$ cat src/rtl/multicycle_shifter_if.sv
`default_nettype none
// ============================================================================
// Module      : multicycle_shifter_if
// Description : Request/result bundle between a requester and the
//               multicycle shifter.
// Revision    : 1.0 - initial release
// ============================================================================
interface multicycle_shifter_if;
  logic        start;
  logic [2:0]  op;
  logic [31:0] data_in;
  logic [31:0] shamt_in;
  logic        busy;
  logic        done;
  logic [31:0] data_out;

  // Requester side: issues operations, observes status and result
  modport master (
    output start, op, data_in, shamt_in,
    input  busy, done, data_out
  );

  // Shifter side
  modport slave (
    input  start, op, data_in, shamt_in,
    output busy, done, data_out
  );
endinterface
`default_nettype wire

$ cat src/rtl/multicycle_shifter.sv
`default_nettype none
// ============================================================================
// Module      : multicycle_shifter
// Description : Iterative 32-bit shifter (SLL/SRL/SRA/ROR/ROL). Moves at most
//               BITS_PER_CYCLE positions per clock until the latched amount
//               is used up, then pulses done for one cycle.
//               BITS_PER_CYCLE must be 1, 2, 4 or 8.
// Revision    : 1.0 - initial release
// ============================================================================
module multicycle_shifter #(
  parameter int BITS_PER_CYCLE = 1
) (
  input wire                  clk,
  input wire                  reset,
  multicycle_shifter_if.slave bus
);

  localparam logic [2:0] c_op_sll = 3'b000;
  localparam logic [2:0] c_op_srl = 3'b001;
  localparam logic [2:0] c_op_sra = 3'b010;
  localparam logic [2:0] c_op_ror = 3'b011;
  localparam logic [2:0] c_op_rol = 3'b100;

  localparam logic [4:0] c_step_max = 5'(BITS_PER_CYCLE);

  typedef enum logic [1:0] {
    S_IDLE  = 2'd0,
    S_SHIFT = 2'd1,
    S_DONE  = 2'd2
  } state_t;

  state_t      state_q, state_d;
  logic [31:0] data_out_q, data_out_d;
  logic [2:0]  op_q, op_d;
  logic [4:0]  remaining_q, remaining_d;
  logic        busy_q, busy_d;
  logic        done_q, done_d;

  logic [4:0]  w_step;
  logic [5:0]  w_step_inv;
  logic [31:0] w_shifted;
  logic [4:0]  w_n;
  logic        w_reserved;

  // Only the low five bits of the amount matter; the rest come from a wider mux
  logic unused_shamt_hi;
  assign unused_shamt_hi = ^bus.shamt_in[31:5];

  assign w_n        = bus.shamt_in[4:0];
  assign w_reserved = (bus.op > c_op_rol);

  // One iteration of the selected shift on the working value
  always_comb begin
    w_step     = (remaining_q < c_step_max) ? remaining_q : c_step_max;
    // Complementary amount for rotates; a 32-position shift yields zero
    w_step_inv = 6'd32 - {1'b0, w_step};
    case (op_q)
      c_op_sll: w_shifted = data_out_q << w_step;
      c_op_srl: w_shifted = data_out_q >> w_step;
      c_op_sra: w_shifted = $unsigned($signed(data_out_q) >>> w_step);
      c_op_ror: w_shifted = (data_out_q >> w_step) | (data_out_q << w_step_inv);
      c_op_rol: w_shifted = (data_out_q << w_step) | (data_out_q >> w_step_inv);
      default:  w_shifted = data_out_q;
    endcase
  end

  // Next-state and next-output computation
  always_comb begin
    state_d     = state_q;
    data_out_d  = data_out_q;
    op_d        = op_q;
    remaining_d = remaining_q;
    case (state_q)
      S_IDLE: begin
        if (bus.start) begin
          data_out_d  = bus.data_in;
          op_d        = bus.op;
          remaining_d = w_n;
          // Zero amount and reserved ops complete immediately as pass-through
          state_d     = ((w_n == 5'd0) || w_reserved) ? S_DONE : S_SHIFT;
        end
      end
      S_SHIFT: begin
        data_out_d  = w_shifted;
        remaining_d = remaining_q - w_step;
        if (remaining_d == 5'd0) begin
          state_d = S_DONE;
        end
      end
      S_DONE: begin
        state_d = S_IDLE;
      end
      default: begin
        state_d = S_IDLE;
      end
    endcase
    // Status outputs are registered, so derive them from the next state
    busy_d = (state_d != S_IDLE);
    done_d = (state_d == S_DONE);
  end

  // State, operand and status registers with asynchronous clear
  always_ff @(posedge clk or negedge reset) begin
    if (!reset) begin
      state_q     <= S_IDLE;
      data_out_q  <= 32'h0000_0000;
      op_q        <= c_op_sll;
      remaining_q <= 5'd0;
      busy_q      <= 1'b0;
      done_q      <= 1'b0;
    end else begin
      state_q     <= state_d;
      data_out_q  <= data_out_d;
      op_q        <= op_d;
      remaining_q <= remaining_d;
      busy_q      <= busy_d;
      done_q      <= done_d;
    end
  end

  assign bus.busy     = busy_q;
  assign bus.done     = done_q;
  assign bus.data_out = data_out_q;

endmodule
`default_nettype wire

$ cat src/flat_wrapper.sv
// flat-port wrapper written by rule: the top's interface ports become plain ports
module multicycle_shifter_flat 
#(
  parameter int BITS_PER_CYCLE = 1
)
  (clk, reset, bus_start, bus_op, bus_data_in, bus_shamt_in, bus_busy, bus_done, bus_data_out);
  multicycle_shifter_if bus_i ();
  input wire clk;
  input wire reset;
  input wire logic [$bits(bus_i.start)-1:0] bus_start;
  input wire logic [$bits(bus_i.op)-1:0] bus_op;
  input wire logic [$bits(bus_i.data_in)-1:0] bus_data_in;
  input wire logic [$bits(bus_i.shamt_in)-1:0] bus_shamt_in;
  output wire logic [$bits(bus_i.busy)-1:0] bus_busy;
  output wire logic [$bits(bus_i.done)-1:0] bus_done;
  output wire logic [$bits(bus_i.data_out)-1:0] bus_data_out;
  assign bus_i.start = bus_start;
  assign bus_i.op = bus_op;
  assign bus_i.data_in = bus_data_in;
  assign bus_i.shamt_in = bus_shamt_in;
  assign bus_busy = bus_i.busy;
  assign bus_done = bus_i.done;
  assign bus_data_out = bus_i.data_out;
  multicycle_shifter #(.BITS_PER_CYCLE(BITS_PER_CYCLE)) u_core (.clk(clk), .reset(reset), .bus(bus_i));
endmodule
$ cat config.mk
export PLATFORM = sky130hd
export DESIGN_NAME = multicycle_shifter_flat
export DESIGN_NICKNAME = d
export VERILOG_FILES = /design/src/rtl/multicycle_shifter_if.sv /design/src/rtl/multicycle_shifter.sv /design/src/flat_wrapper.sv
export SDC_FILE = /design/constraint.sdc
export NUM_CORES = 1
export LEC_CHECK = 0
export ABC_CLOCK_PERIOD_IN_PS = 6300
export BUFFER_PORTS_ARGS = -buffer_cell sky130_fd_sc_hd__buf_4
export CAP_MARGIN = 25
export CELL_PAD_IN_SITES_DETAIL_PLACEMENT = 1
export CELL_PAD_IN_SITES_GLOBAL_PLACEMENT = 1
export CORE_ASPECT_RATIO = 0.8
export CORE_MARGIN = 2
export CORE_UTILIZATION = 36
export DETAILED_ROUTE_END_ITERATION = 12
export PLACE_DENSITY_LB_ADDON = 0.1
export SLEW_MARGIN = 20
export SYNTH_ARGS = -nofsm -noshare
export SYNTH_HDL_FRONTEND = slang
export SYNTH_SLANG_ARGS = --single-unit
export TNS_END_PERCENT = 5
$ cat constraint.sdc
create_clock -name clk -period 6.3 [get_ports clk]
set_input_delay 0.945 -clock clk [delete_from_list [all_inputs] [get_ports clk]]
set_output_delay 0.945 -clock clk [all_outputs]
set_load 0.05 [all_outputs]
Yosys cells after proc, flatten, opt, wreduce, memory -nomap -nowiden. Cells that the tools add are included.

Add/subtract/negate cells: 2. Magnitude comparators: 2. Eq/ne operators: 8. Shift-type cells: 5. Muxes and demuxes: 10. Bitwise operators: 2. Reduce and logical (&&, ||, !) cells: 10.

Operators by type and width (count): 32-bit case mux with 5 select lines (1); 32-bit bitwise OR (2); 32-bit case mux with 2 select lines (1); 32-bit 2-to-1 mux (1); 32-bit by 5-bit << shifter with 32-bit output (1); 32-bit by 6-bit << shifter with 32-bit output (1); 32-bit by 5-bit >> shifter with 32-bit output (1); 32-bit by 6-bit >> shifter with 32-bit output (1); 32-bit by 5-bit >>> shifter with 32-bit output (1); 5-bit logical NOT (2); 5-bit 2-to-1 mux (2); 5-bit case mux with 2 select lines (1); 3-bit by 2-bit equality test with 1-bit output, second input constant (2); 2-bit 2-to-1 mux (3); 6-bit != test, second input constant (1); 6-bit by 5-bit subtractor with 6-bit output, first input constant (1); 5-bit by 1-bit less-than comparator with 1-bit output, second input constant (1); 5-bit subtractor (1); 2-bit case mux with 2 select lines (1); 2-bit AND reduction (2); 2-bit nonzero test (2); 3-bit by 1-bit equality test with 1-bit output, second input constant (1); 3-bit equality test, second input constant (1); 3-bit > comparator, second input constant (1); other kinds (7) (7).

Register bits after elaboration: 44. Logic and storage cells: 45.

Longest topological paths before layout. Gate-level depths: netlist of the first run.

Depth after elaboration: 7. Mapped depth: 13. Depth with buffers taken out: 9.

Worst setup path before layout of the first run. Ideal clock, no wire load.

Path kind: register to register. From: reg u_core.remaining_q[1]. To: reg u_core.data_out_q[2] (netlist: u_core.bus.data_out[2]). Data arrival time: 2.761 ns. Slack: 3.413 ns. Cell stages (with the launch flop): 12. Path buffers: 2. Clock period less this slack: 2.887 ns. Cell sequence: dfrtp_1 > nor3_4 > nand2_4 > inv_2 > buf_2 > ha_1 > clkbuf_1 > mux2i_1 > nor2_1 > a2111oi_0 > o21ai_0 > a221o_1.

Longest elaborated chain between the ends: 7. Elaborated cells between the ends (all ways): 12. Those cells by class: add/sub (1); order compare (1); shift (5); mux (3); bitwise (2).

Ends and longest elaborated chain: start: declaration (line multicycle_shifter.sv:35) `logic [4:0] remaining_q, remaining_d;`; start signal: assignment (line multicycle_shifter.sv:115) `remaining_q <= remaining_d;`; 5-bit by 1-bit less-than comparator with 1-bit output (line multicycle_shifter.sv:54) `w_step = (remaining_q < c_step_max) ? remaining_q : c_step_max;`; 5-bit 2-to-1 mux * (line multicycle_shifter.sv:54); 6-bit by 5-bit subtractor with 6-bit output (line multicycle_shifter.sv:56) `w_step_inv = 6'd32 - {1'b0, w_step};`; 32-bit by 6-bit >> shifter with 32-bit output / 32-bit by 6-bit << shifter with 32-bit output (equally long branches) (line multicycle_shifter.sv:62, multicycle_shifter.sv:61); 32-bit bitwise OR (on tied branches) (line multicycle_shifter.sv:62, multicycle_shifter.sv:61); 32-bit case mux with 5 select lines * (line multicycle_shifter.sv:57) `case (op_q)`; 32-bit case mux with 2 select lines * (line multicycle_shifter.sv:73) `case (state_q)`; end signal: assignment (line multicycle_shifter.sv:113) `data_out_q <= data_out_d;`; end: declaration (line multicycle_shifter.sv:33) `logic [31:0] data_out_q, data_out_d;`.

Every way passes the cells marked *; elsewhere a longest branch is shown, timed or not. A chain may end at the register's enable or synchronous reset.

Worst setup path after layout of the first run.
From: reg u_core.remaining_q[1]. To: reg u_core.data_out_q[11] (netlist: u_core.bus.data_out[11]).

The elaborated chain is that of the path after synthesis.

==> results of run 1 <==
-- final timing paths --
path / endpoint / slack (ns)
worst max-delay path: u_core.bus.data_out[11] / 1.92
worst min-delay path: u_core.remaining_q[1] / 0.59
worst max register to register: u_core.bus.data_out[11] / 1.92
worst min register to register: u_core.remaining_q[1] / 0.59
max in group asynchronous: u_core.bus.data_out[18] / 5.19
min in group asynchronous: u_core.bus.done / 0.67
-- stage by stage --
stage / cell area [µm²] / hold WS [ns] / util (%) / cells
final: 4790 / 0.592 / 43.8 / 694
after global routing: 4790 / 0.642 / 43.8 / 694
after detailed placement: 4640 / 0.574 / 42.5 / 686
after CTS: 4790 / 0.589 / 43.8 / 694
after global placement: 4640 / 0.580 / 42.4 / 685
after floorplan: 4060 / 0.505 / - / 514
-- critical path, cell delays in order (launching register included) --
cell and delay, ns:
dfrtp_1 0.47, nor3_4 0.51, nand2_4 0.51, inv_2 0.63, ha_1 0.58, nand2_1 0.25, nor2_1 0.65, buf_4 0.29
nand2_1 0.08, a311oi_1 0.28
-- per-layer routing --
metal | vias up | wire, µm | track usage [%]
met1 | 2265 | 7940 | 42.8
met4 | 0 | 270 | 6.98
met2 | 207 | 7390 | 41.5
li1 | 2007 | - | -
met3 | 26 | 1260 | 5.03
met5 | - | 0 | 0
-- kinds of logic (layout without fill, tap and decap cells) --
logic type / after synthesis / in the layout / synth area share, %
AOI/OAI and AO/OA: 186 / 186 / 30.8
adders and majority gates: 2 / 2 / 0.616
muxes: 39 / 39 / 14.2
DFF: 44 / 44 / 27.1
and+or+nand+nor: 176 / 176 / 20.1
buffers and inverters: 64 / 100 / 6.65
other: 1 / 1 / 0.0923
xor gates and xnor gates: 2 / 2 / 0.431
-- flip-flops by register name (all words and copies together), names as in the netlist --
register / cells
u_core.bus.done: 1
u_core.state_q: 2
u_core.op_q: 3
u_core.bus.data_out: 32
u_core.remaining_q: 5
u_core.bus.busy: 1
-- Yosys cell counts, types with 3 or more instances --
cell and number:
a221o_1 3, mux4_2 13, buf_1 3, o41ai_1 3, o31ai_1 5, nor3_1 26, o22ai_1 11, clkbuf_1 36
inv_1 7, nand2b_1 5, mux2i_1 18, dfrtp_1 44, a2111oi_0 3, o211ai_1 7, mux2_2 7, buf_2 14
nand2_1 84, a31oi_1 20, a211oi_1 14, a41oi_1 3, a22oi_1 7, nor2_1 25, nand3_1 10, o21ai_0 42
a22o_1 3, a221oi_1 4, a21oi_1 34, a2bb2oi_1 3, a211o_1 4, nand4_1 3, o2bb2ai_1 3, nor4_1 4
-- cell type report --
cell class,instances,share of cell area (%)
multi-input combinational,406,56.4
timing repair buffer,84,13.2
tap,144,3.76
sequential,44,23.0
clock buffer,8,3.06
inverter,8,0.627
==> run metrics, run 1 <==
largest net degree at the start of global routing about 60; maxcap violations 0; hold_buf cts 0; Inserted Diodes 0; die extent in y between 90 and 100 µm; final setup fails 0; Final Cycle Share 69.6%; cell area after synthesis 4060 µm²; Main synth FF type dfrtp_1; Slew headroom 43.3%; drt pass-1 iters 5; final WL roughly 17000 µm; post-synth cell types 66; clock-pin slew on the worst setup and hold paths roughly 0.070 ns; first-pass GRT wire length 26500 µm; vias per cell 6.49; final net count about 620; initial antenna violation count 0; Fin. Hold Viols 0; dominant cells by area after synthesis dfrtp_1, nand2_1, mux4_2; Post-synth EDFFs 0; crit path kind reg -> reg; class of the worst hold path reg -> reg; ANT nets after route 0; Cells after Synth 514; total die area roughly 12000 µm²; post-synthesis sequential area ratio between 20% and 30%; Yosys top cell area share 27.1%; share of cells above drive strength 1 between 20 and 25%; synthesis-to-finish area growth 18.0%; clock latency on the worst-skew pair a little under 0.3 ns; synth warn 0; Starting DRT DRC Count approximately 350; Max FO, Critical Path 58; Fin Setup TNS 0 ns; cts bufs inserted 5; asr flop ratio synth 100%; RSZ-0062 raised after global routing false; multi-input logic area approximately 2700 µm²; gr ovfl total 0; FILL cells about 1300; # IOs roughly 100; HPWL Detailed about 11000 µm; clock sink count 44; Setup crit end kind register; Worst Path Required 6.49 ns; hold_sp u_core.state_q[1]; root buf cell clkbuf_16; post-synth net total between 500 and 600; reg2reg path depth 9; Final Slew Violations 0; Vias between 4000 and 5000; Register Area 1100 µm²; worst flop-to-flop path startpoint u_core.remaining_q[1]; TritonCTS clock tree done; Synth area leader dfrtp_1; Worst Max-Slew Pin Slew between 0.8 and 0.9 ns; H-tree lvl count 2; status finished, final reports clean; Core Area between 10000 and 15000 µm²; vias in the first global route 4487; Cell Rows 34; CP Launch Point u_core.remaining_q[1]; crit path DAT ~4.6 ns; minimum clock period ~4.4 ns; syn_area_per_cell 7.90 µm²; die width about 120 µm; commonest cells after routing, fill and taps aside nand2_1, buf_4, dfrtp_1; CTS resizes 0; drt drc 0; DP Worst Slack around 2.0 ns; buffer count from post-CTS setup fixing 0; WHS Path Cells 1; setup ws final 1.92 ns; clk buf depth 2; routability cong. between 0.8 and 0.9; Highest Clock Rate 228 MHz; Port Buf Inserts 76; Fin Clk Skew 0.00745 ns; critical path launch point type register; Starting Density 37.1%; Global Route Usage Sum 28.3%; Synth Register Bits 44; drt wl/cell 24.3 µm
Power of run 1 is left out: the tool's default activity adds up to more than one toggle a clock period on the data nets, which glitch-free logic cannot reach.
==> run 2: changes to the inputs <==
- ABC_AREA: not set -> 1
- ABC_CLOCK_PERIOD_IN_PS: 6300 -> 4300
- clock period: 6.3 -> 4.3 ns (I/O delays scaled with it)
==> run 2 against run 1 <==
Effect of this change: first-iteration DRC count is 9.5% lower; core utilization is 0.22 points lower; largest cell class unchanged; maximum frequency increased by 58%; critical path type unchanged; clock-buffer cell count is 2 lower.
==> run metrics, run 2 <==
die width 125 µm (+1.5%); die extent in y 100 µm (+1.5%); share of cells above drive strength 1 16.3% (-6.6 points); syn_area_per_cell 5.98 µm² (-24%); vias per cell 5.57 (-14%); reg2reg path depth 10 (+1); worst flop-to-flop path startpoint u_core.state_q[1]; vias in the first global route 4963 (+11%); root buf cell clkbuf_16; Fin Clk Skew 0.00508 ns (-0.00238 ns); max reg flops 32 (unchanged); TritonCTS clock tree done; # IOs 104 (unchanged); asr flop ratio synth 100% (unchanged); Synth Register Bits 44 (unchanged); clock sink count 44 (unchanged); post-synth net total 772 (+32%); placed cell count 893 (+30%); cell area power density about 1000 nW/µm²; worst reg2reg path endpoint u_core.bus.data_out[12]; post-synth cell types 43 (-35%); Post-synth EDFFs 0 (unchanged); Fin. Hold Viols 0 (unchanged); maximum vdd drop approximately 0.42 mV; minimum clock period 2.77 ns (-1.61 ns); Final Slew Violations 0 (unchanged); HPWL Detailed 12300 µm (+9.7%); buffer count from post-CTS setup fixing 0 (unchanged); Fin Setup TNS 0 ns (unchanged); Setup crit end kind register; crit path kind reg -> reg; drt drc 0 (unchanged); CTS resizes 0 (unchanged); routability cong. 0.934 (+4.9%); synthesis-to-finish area growth 19.1%; Slew headroom 46.0% (+2.7 points); Vias 5025 (+12%); final WL 16800 µm (-0.53%); drt pass-1 iters 4 (-1); clk buf depth 2 (unchanged); Yosys top cell area share 26.3% (-0.80 points); clock-pin slew on the worst setup and hold paths 0.07 ns (about the same); gr ovfl total 0 (unchanged); synth warn 0 (unchanged); largest net degree at the start of global routing 53 (-10%); RSZ-0062 raised after global routing false; synth cell count leaders nand2_1, inv_1, nor2_1; Global Route Usage Sum 26.5% (-1.8 points); Starting DRT DRC Count 316 (-9.5%); Worst Max-Slew Pin Slew 0.809 ns (-0.0409 ns); commonest cells after routing, fill and taps aside nand2_1, buf_4, inv_1; maxcap violations 0 (unchanged); ANT nets after route 0 (unchanged); Synth area leader dfrtp_1; hold_ws 0.355 ns (-0.237 ns); Worst Path Required 4.52 ns (-1.97 ns); total die area 12500 µm² (+2.9%); Non-Filler Instances 902 (+30%); critical path launch point type register; reg2reg setup slack 1.53 ns (-0.39 ns); Final Cycle Share 64.4% (-5.1 points); drt wl/cell 18.6 µm (-23%); Starting Density 36.6% (-0.53 points); Cells after Synth 700 (+36%); dominant cells by area after synthesis dfrtp_1, nand2_1, nand3_1; status finished, final reports clean; first-pass GRT wire length 26500 µm (about the same); final setup fails 0 (unchanged); post-synthesis sequential area ratio 26.3% (-0.80 points); Main synth FF type dfrtp_1; commonest non-fill, non-tap cell in the layout nand2_1; final net count 825 (+33%); class of the worst hold path in -> async; dominant cell by count in the synthesized netlist nand2_1; Highest Clock Rate 361 MHz (+58%); Inserted Diodes 0 (unchanged); clock latency on the worst-skew pair 0.30 ns (about the same); Max FO, Critical Path 21 (-64%); Port Buf Inserts 76 (unchanged); cts bufs inserted 5 (unchanged); crit path DAT 2.99 ns (-1.58 ns); P_leak between 2 and 2.5 nW; Cell Rows 35 (+2.9%); initial antenna violation count 0 (unchanged); cell area after synthesis 4190 µm² (+3.0%); Core Area 11400 µm² (+4.5%); hold_buf cts 0 (unchanged); H-tree lvl count 2 (unchanged)
run 2: layout make-up:
class / instances / area, µm²
Inverter: 73 / 274
Clock inverter: 2 / 35.0
Sequential cell: 44 / 1100
Multi-Input combinational cell: 543 / 2590
Fill cell: 1548 / 6450
Timing Repair Buffer: 86 / 666
Tap cell: 148 / 185
Clock buffer: 6 / 129
run 2: metrics by stage:
step / cell area [µm²] / worst slack, ns / util (%) / power [mW]
final: 4980 / 1.53 / 43.6 / 5.04
after global routing: 4980 / 1.21 / 43.6 / 5.45
after CTS: 4960 / 1.49 / 43.4 / 5.00
after detailed placement: 4790 / 1.22 / 41.9 / 4.52
after global placement: 4790 / 1.34 / 41.9 / 4.43
after floorplan: 4190 / 1.91 / - / 3.46
run 2: report_power, final:
part	switching (mW)	total [mW]	internal (mW)
Combinational	2.68	3.76	1.08
Clock	0.182	0.456	0.274
Sequential	0.189	0.828	0.639
Total	3.05	5.04	1.99
run 2: worst max path at each step:
stage          slack (ns)             startpoint  depth (start not counted)                      end
3_3_place_gp         1.34              bus_start                         10  u_core.bus.data_out[15]
5_1_grt              1.21      u_core.state_q[1]                         10  u_core.bus.data_out[12]
6_report             1.53      u_core.state_q[1]                         10  u_core.bus.data_out[12]
2_1_floorplan        1.91  u_core.remaining_q[1]                         13  u_core.bus.data_out[11]
3_5_place_dp         1.22              bus_start                         10  u_core.bus.data_out[12]
4_1_cts              1.49      u_core.state_q[1]                         10  u_core.bus.data_out[12]
run 2: logic make-up after synthesis:
kind of cell / Yosys count / share of synthesized area, %
simple gates: 385 / 39.7
compound gates: 154 / 21.3
buf+inv: 113 / 11.7
flops: 44 / 26.3
fa+ha+maj: 2 / 0.598
xor+xnor: 1 / 0.209
other cells: 1 / 0.0896
run 2: routing by layer:
metal,wire [µm],track usage [%],vias up,part of all wire (%)
met3,730,2.99,11,4.4
met5,0,0,-,0
met4,105,3.46,0,0.63
met2,7780,44.1,123,46
met1,8160,38.2,2495,49
li1,-,-,2396,-
run 2: critical path, cell delays in order (launching register included):
cell	delay, ns
dfrtp_1	0.36
inv_1	0.08
nand2_1	0.05
nor2_1	0.60
nor2_1	0.15
inv_2	0.16
nand2_1	0.08
inv_1	0.59
buf_4	0.34
o21ai_0	0.12
o22ai_1	0.16
Note: power is estimated with default switching activity, not from simulation.
==> run 3: changes to the inputs <==
- ABC_AREA: 1 -> 0
- ABC_CLOCK_PERIOD_IN_PS: 4300 -> 2400
- clock period: 4.3 -> 2.4 ns (I/O delays scaled with it)
==> run 3 against run 2 <==
Effect of this change: worst setup slack lost 1.4 ns; register-to-register slack lost 1.4 ns; sequential cell count is the same; maximum frequency grew 20%; first-iteration DRC count grew 35%; clock power grew 55%; total power grew 92%; highest routed layer unchanged; global-route usage grew 2.8 points; critical path depth is the same; clock-buffer cell count grew 1.
==> run metrics, run 3 (synthesized netlist as in run 1, its figures left out) <==
Global Route Usage Sum 29.3% (+2.8 points); Final Cycle Share 95.8% (+31 points); clock sink count 44 (unchanged); commonest non-fill, non-tap cell in the layout buf_4; gr ovfl total 0 (unchanged); clock share of power 7.3% (-1.7 points); ANT nets after route 0 (unchanged); Switching Fraction 56.8% (-3.7 points); initial antenna violation count 0 (unchanged); final WL 17200 µm (+2.8%); Non-Filler Instances 731 (-19%); Fin. Hold Viols 0 (unchanged); drt drc 0 (unchanged); maxcap violations 0 (unchanged); HPWL Detailed 12300 µm (-0.13%); H-tree lvl count 2 (unchanged); Cell Rows 34 (-2.9%); hold_ws 0.0929 ns (-0.262 ns); # IOs 104 (unchanged); Max FO, Critical Path 15 (-29%); class of the worst hold path in -> async; Slew headroom 50.9% (+4.9 points); Fin Setup TNS 0 ns (unchanged); FILL cells 1333 (-14%); Setup crit end kind register; routability cong. 0.938 (+0.48%); crit path kind reg -> reg; Register Area 1100 µm² (+0.11%); sequential fraction of design power 21.8% (+5.4 points); P_leak 2.14 nW (-14%); DP Worst Slack 0.0976 ns (-1.12 ns); root buf cell clkbuf_16; TritonCTS clock tree done; drt pass-1 iters 5 (+1); die extent in y 99 µm (-1.4%); combinational share of power 70.8% (-3.7 points); Final Slew Violations 0 (unchanged); minimum clock period 2.30 ns (-0.471 ns); Core Area 10900 µm² (-4.3%); first-pass GRT wire length 27300 µm (+3.1%); multi-input logic area 2730 µm² (+5.3%); Worst Max-Slew Pin Slew 0.737 ns (-0.0724 ns); crit path DAT 2.51 ns (-0.48 ns); Starting Density 37.1% (+0.53 points); clk buf depth 2 (unchanged); final net count 658 (-20%); synthesis-to-finish area growth 26.0%; Highest Clock Rate 435 MHz (+20%); Vias 4612 (-8.2%); share of cells above drive strength 1 28.6% (+12 points); placed cell count 723 (-19%); Util after Layout 46.8% (+3.2 points); setup ws final 0.101 ns (-1.43 ns); cell area power density 1890 nW/µm² (+87%); Pint 4.17 mW (+110%); Sw Pwr 5.49 mW (+80%); Starting DRT DRC Count 428 (+35%); Inserted Diodes 0 (unchanged); RSZ-0062 raised after global routing true; Port Buf Inserts 76 (unchanged); die width 123 µm (-1.4%); clock latency on the worst-skew pair 0.29 ns (about the same); commonest cells after routing, fill and taps aside buf_4, nand2_1, dfrtp_1; max reg flops 32 (unchanged); cts bufs inserted 5 (unchanged); critical path launch point type register; hold_buf cts 0 (unchanged); vias in the first global route 4640 (-6.5%); Worst Path Required 2.61 ns (-1.91 ns); total die area 12200 µm² (-2.9%); drt wl/cell 23.6 µm (+27%); largest net degree at the start of global routing 58 (+9.4%); status finished, final reports clean; Fin Clk Skew 0.00607 ns (+0.000990 ns); maximum vdd drop 1.07 mV (+150%); vias per cell 6.31 (+13%); clock-pin slew on the worst setup and hold paths 0.07 ns (about the same); final setup fails 0 (unchanged)
==> run 3: changes by cell type in the layout (fill, tap and decap cells not counted), moves of 7 or more <==
cell	previous run	this run
o2111ai_1	8	1
nor3_1	4	26
mux4_2	0	13
nand2_1	229	84
a31oi_1	2	20
nand3_1	60	10
o21ai_1	26	0
nor2_1	63	25
buf_4	85	119
mux2i_1	0	18
nand2_2	8	0
a211oi_1	0	13
mux2_2	0	7
inv_1	67	7
==> run 3: critical path, stage by stage (launching register included) <==
cell     delay (ns)
dfrtp_2        0.46
nor3_4         0.23
nand2_4        0.10
inv_6          0.07
ha_4           0.24
inv_1          0.28
buf_4          0.24
nand4_1        0.11
a31oi_1        0.20
a21oi_1        0.08
a22oi_1        0.19
==> run 3: metal layers <==
layer	vias up	routed length (µm)	global-route usage [%]
met5	-	0	0
met1	2319	8300	45.1
li1	2080	-	-
met2	194	7440	42.7
met3	19	1290	5.21
met4	0	212	5.66
==> run 3: power by group through the flow <==
| stage | logic [mW] | registers (mW) | clock network (mW) |
|---|---|---|---|
| after floorplan | 3.95 | 2.52 | 0 |
| after global placement | 6.67 | 2.07 | 0 |
| after detailed placement | 6.77 | 2.08 | 0 |
| after CTS | 6.80 | 2.07 | 0.716 |
| after global routing | 7.42 | 2.16 | 0.762 |
| final | 6.85 | 2.11 | 0.707 |
==> run 3: cell type report <==
cell class                 count  area share [%]
clock buffer                   7            2.59
clock inverter                 1          0.0978
tap                          144            3.52
multi-input combinational    406            53.3
inverter                       8           0.684
sequential                    44            21.5
timing repair buffer         121            18.2
==> run 3: through the flow <==
step,area (µm²),power (mW)
global route,5120,10.3
finish,5120,9.67
global placement,4970,8.74
floorplan,4110,6.47
CTS,5110,9.59
detailed placement,4970,8.85
==> run 3: worst paths after layout <==
check                                           start                      end  slack [ns]  cells after the start
min in group clk                            bus_op[1]           u_core.op_q[1]        0.28                      3
worst min-delay path                            reset        u_core.state_q[0]        0.09                      1
worst max register to register  u_core.remaining_q[1]  u_core.bus.data_out[21]        0.10                     10
worst max-delay path            u_core.remaining_q[1]  u_core.bus.data_out[21]        0.10                     10
worst min register to register      u_core.state_q[1]    u_core.remaining_q[1]        0.58                      2
max in group asynchronous                       reset    u_core.remaining_q[1]        1.85                      1
==> run 3: what timing repair did <==
item	in CTS	in global routing
endpoints found under the setup margin	0	5
buffers inserted	0	0
gates resized for setup	0	3
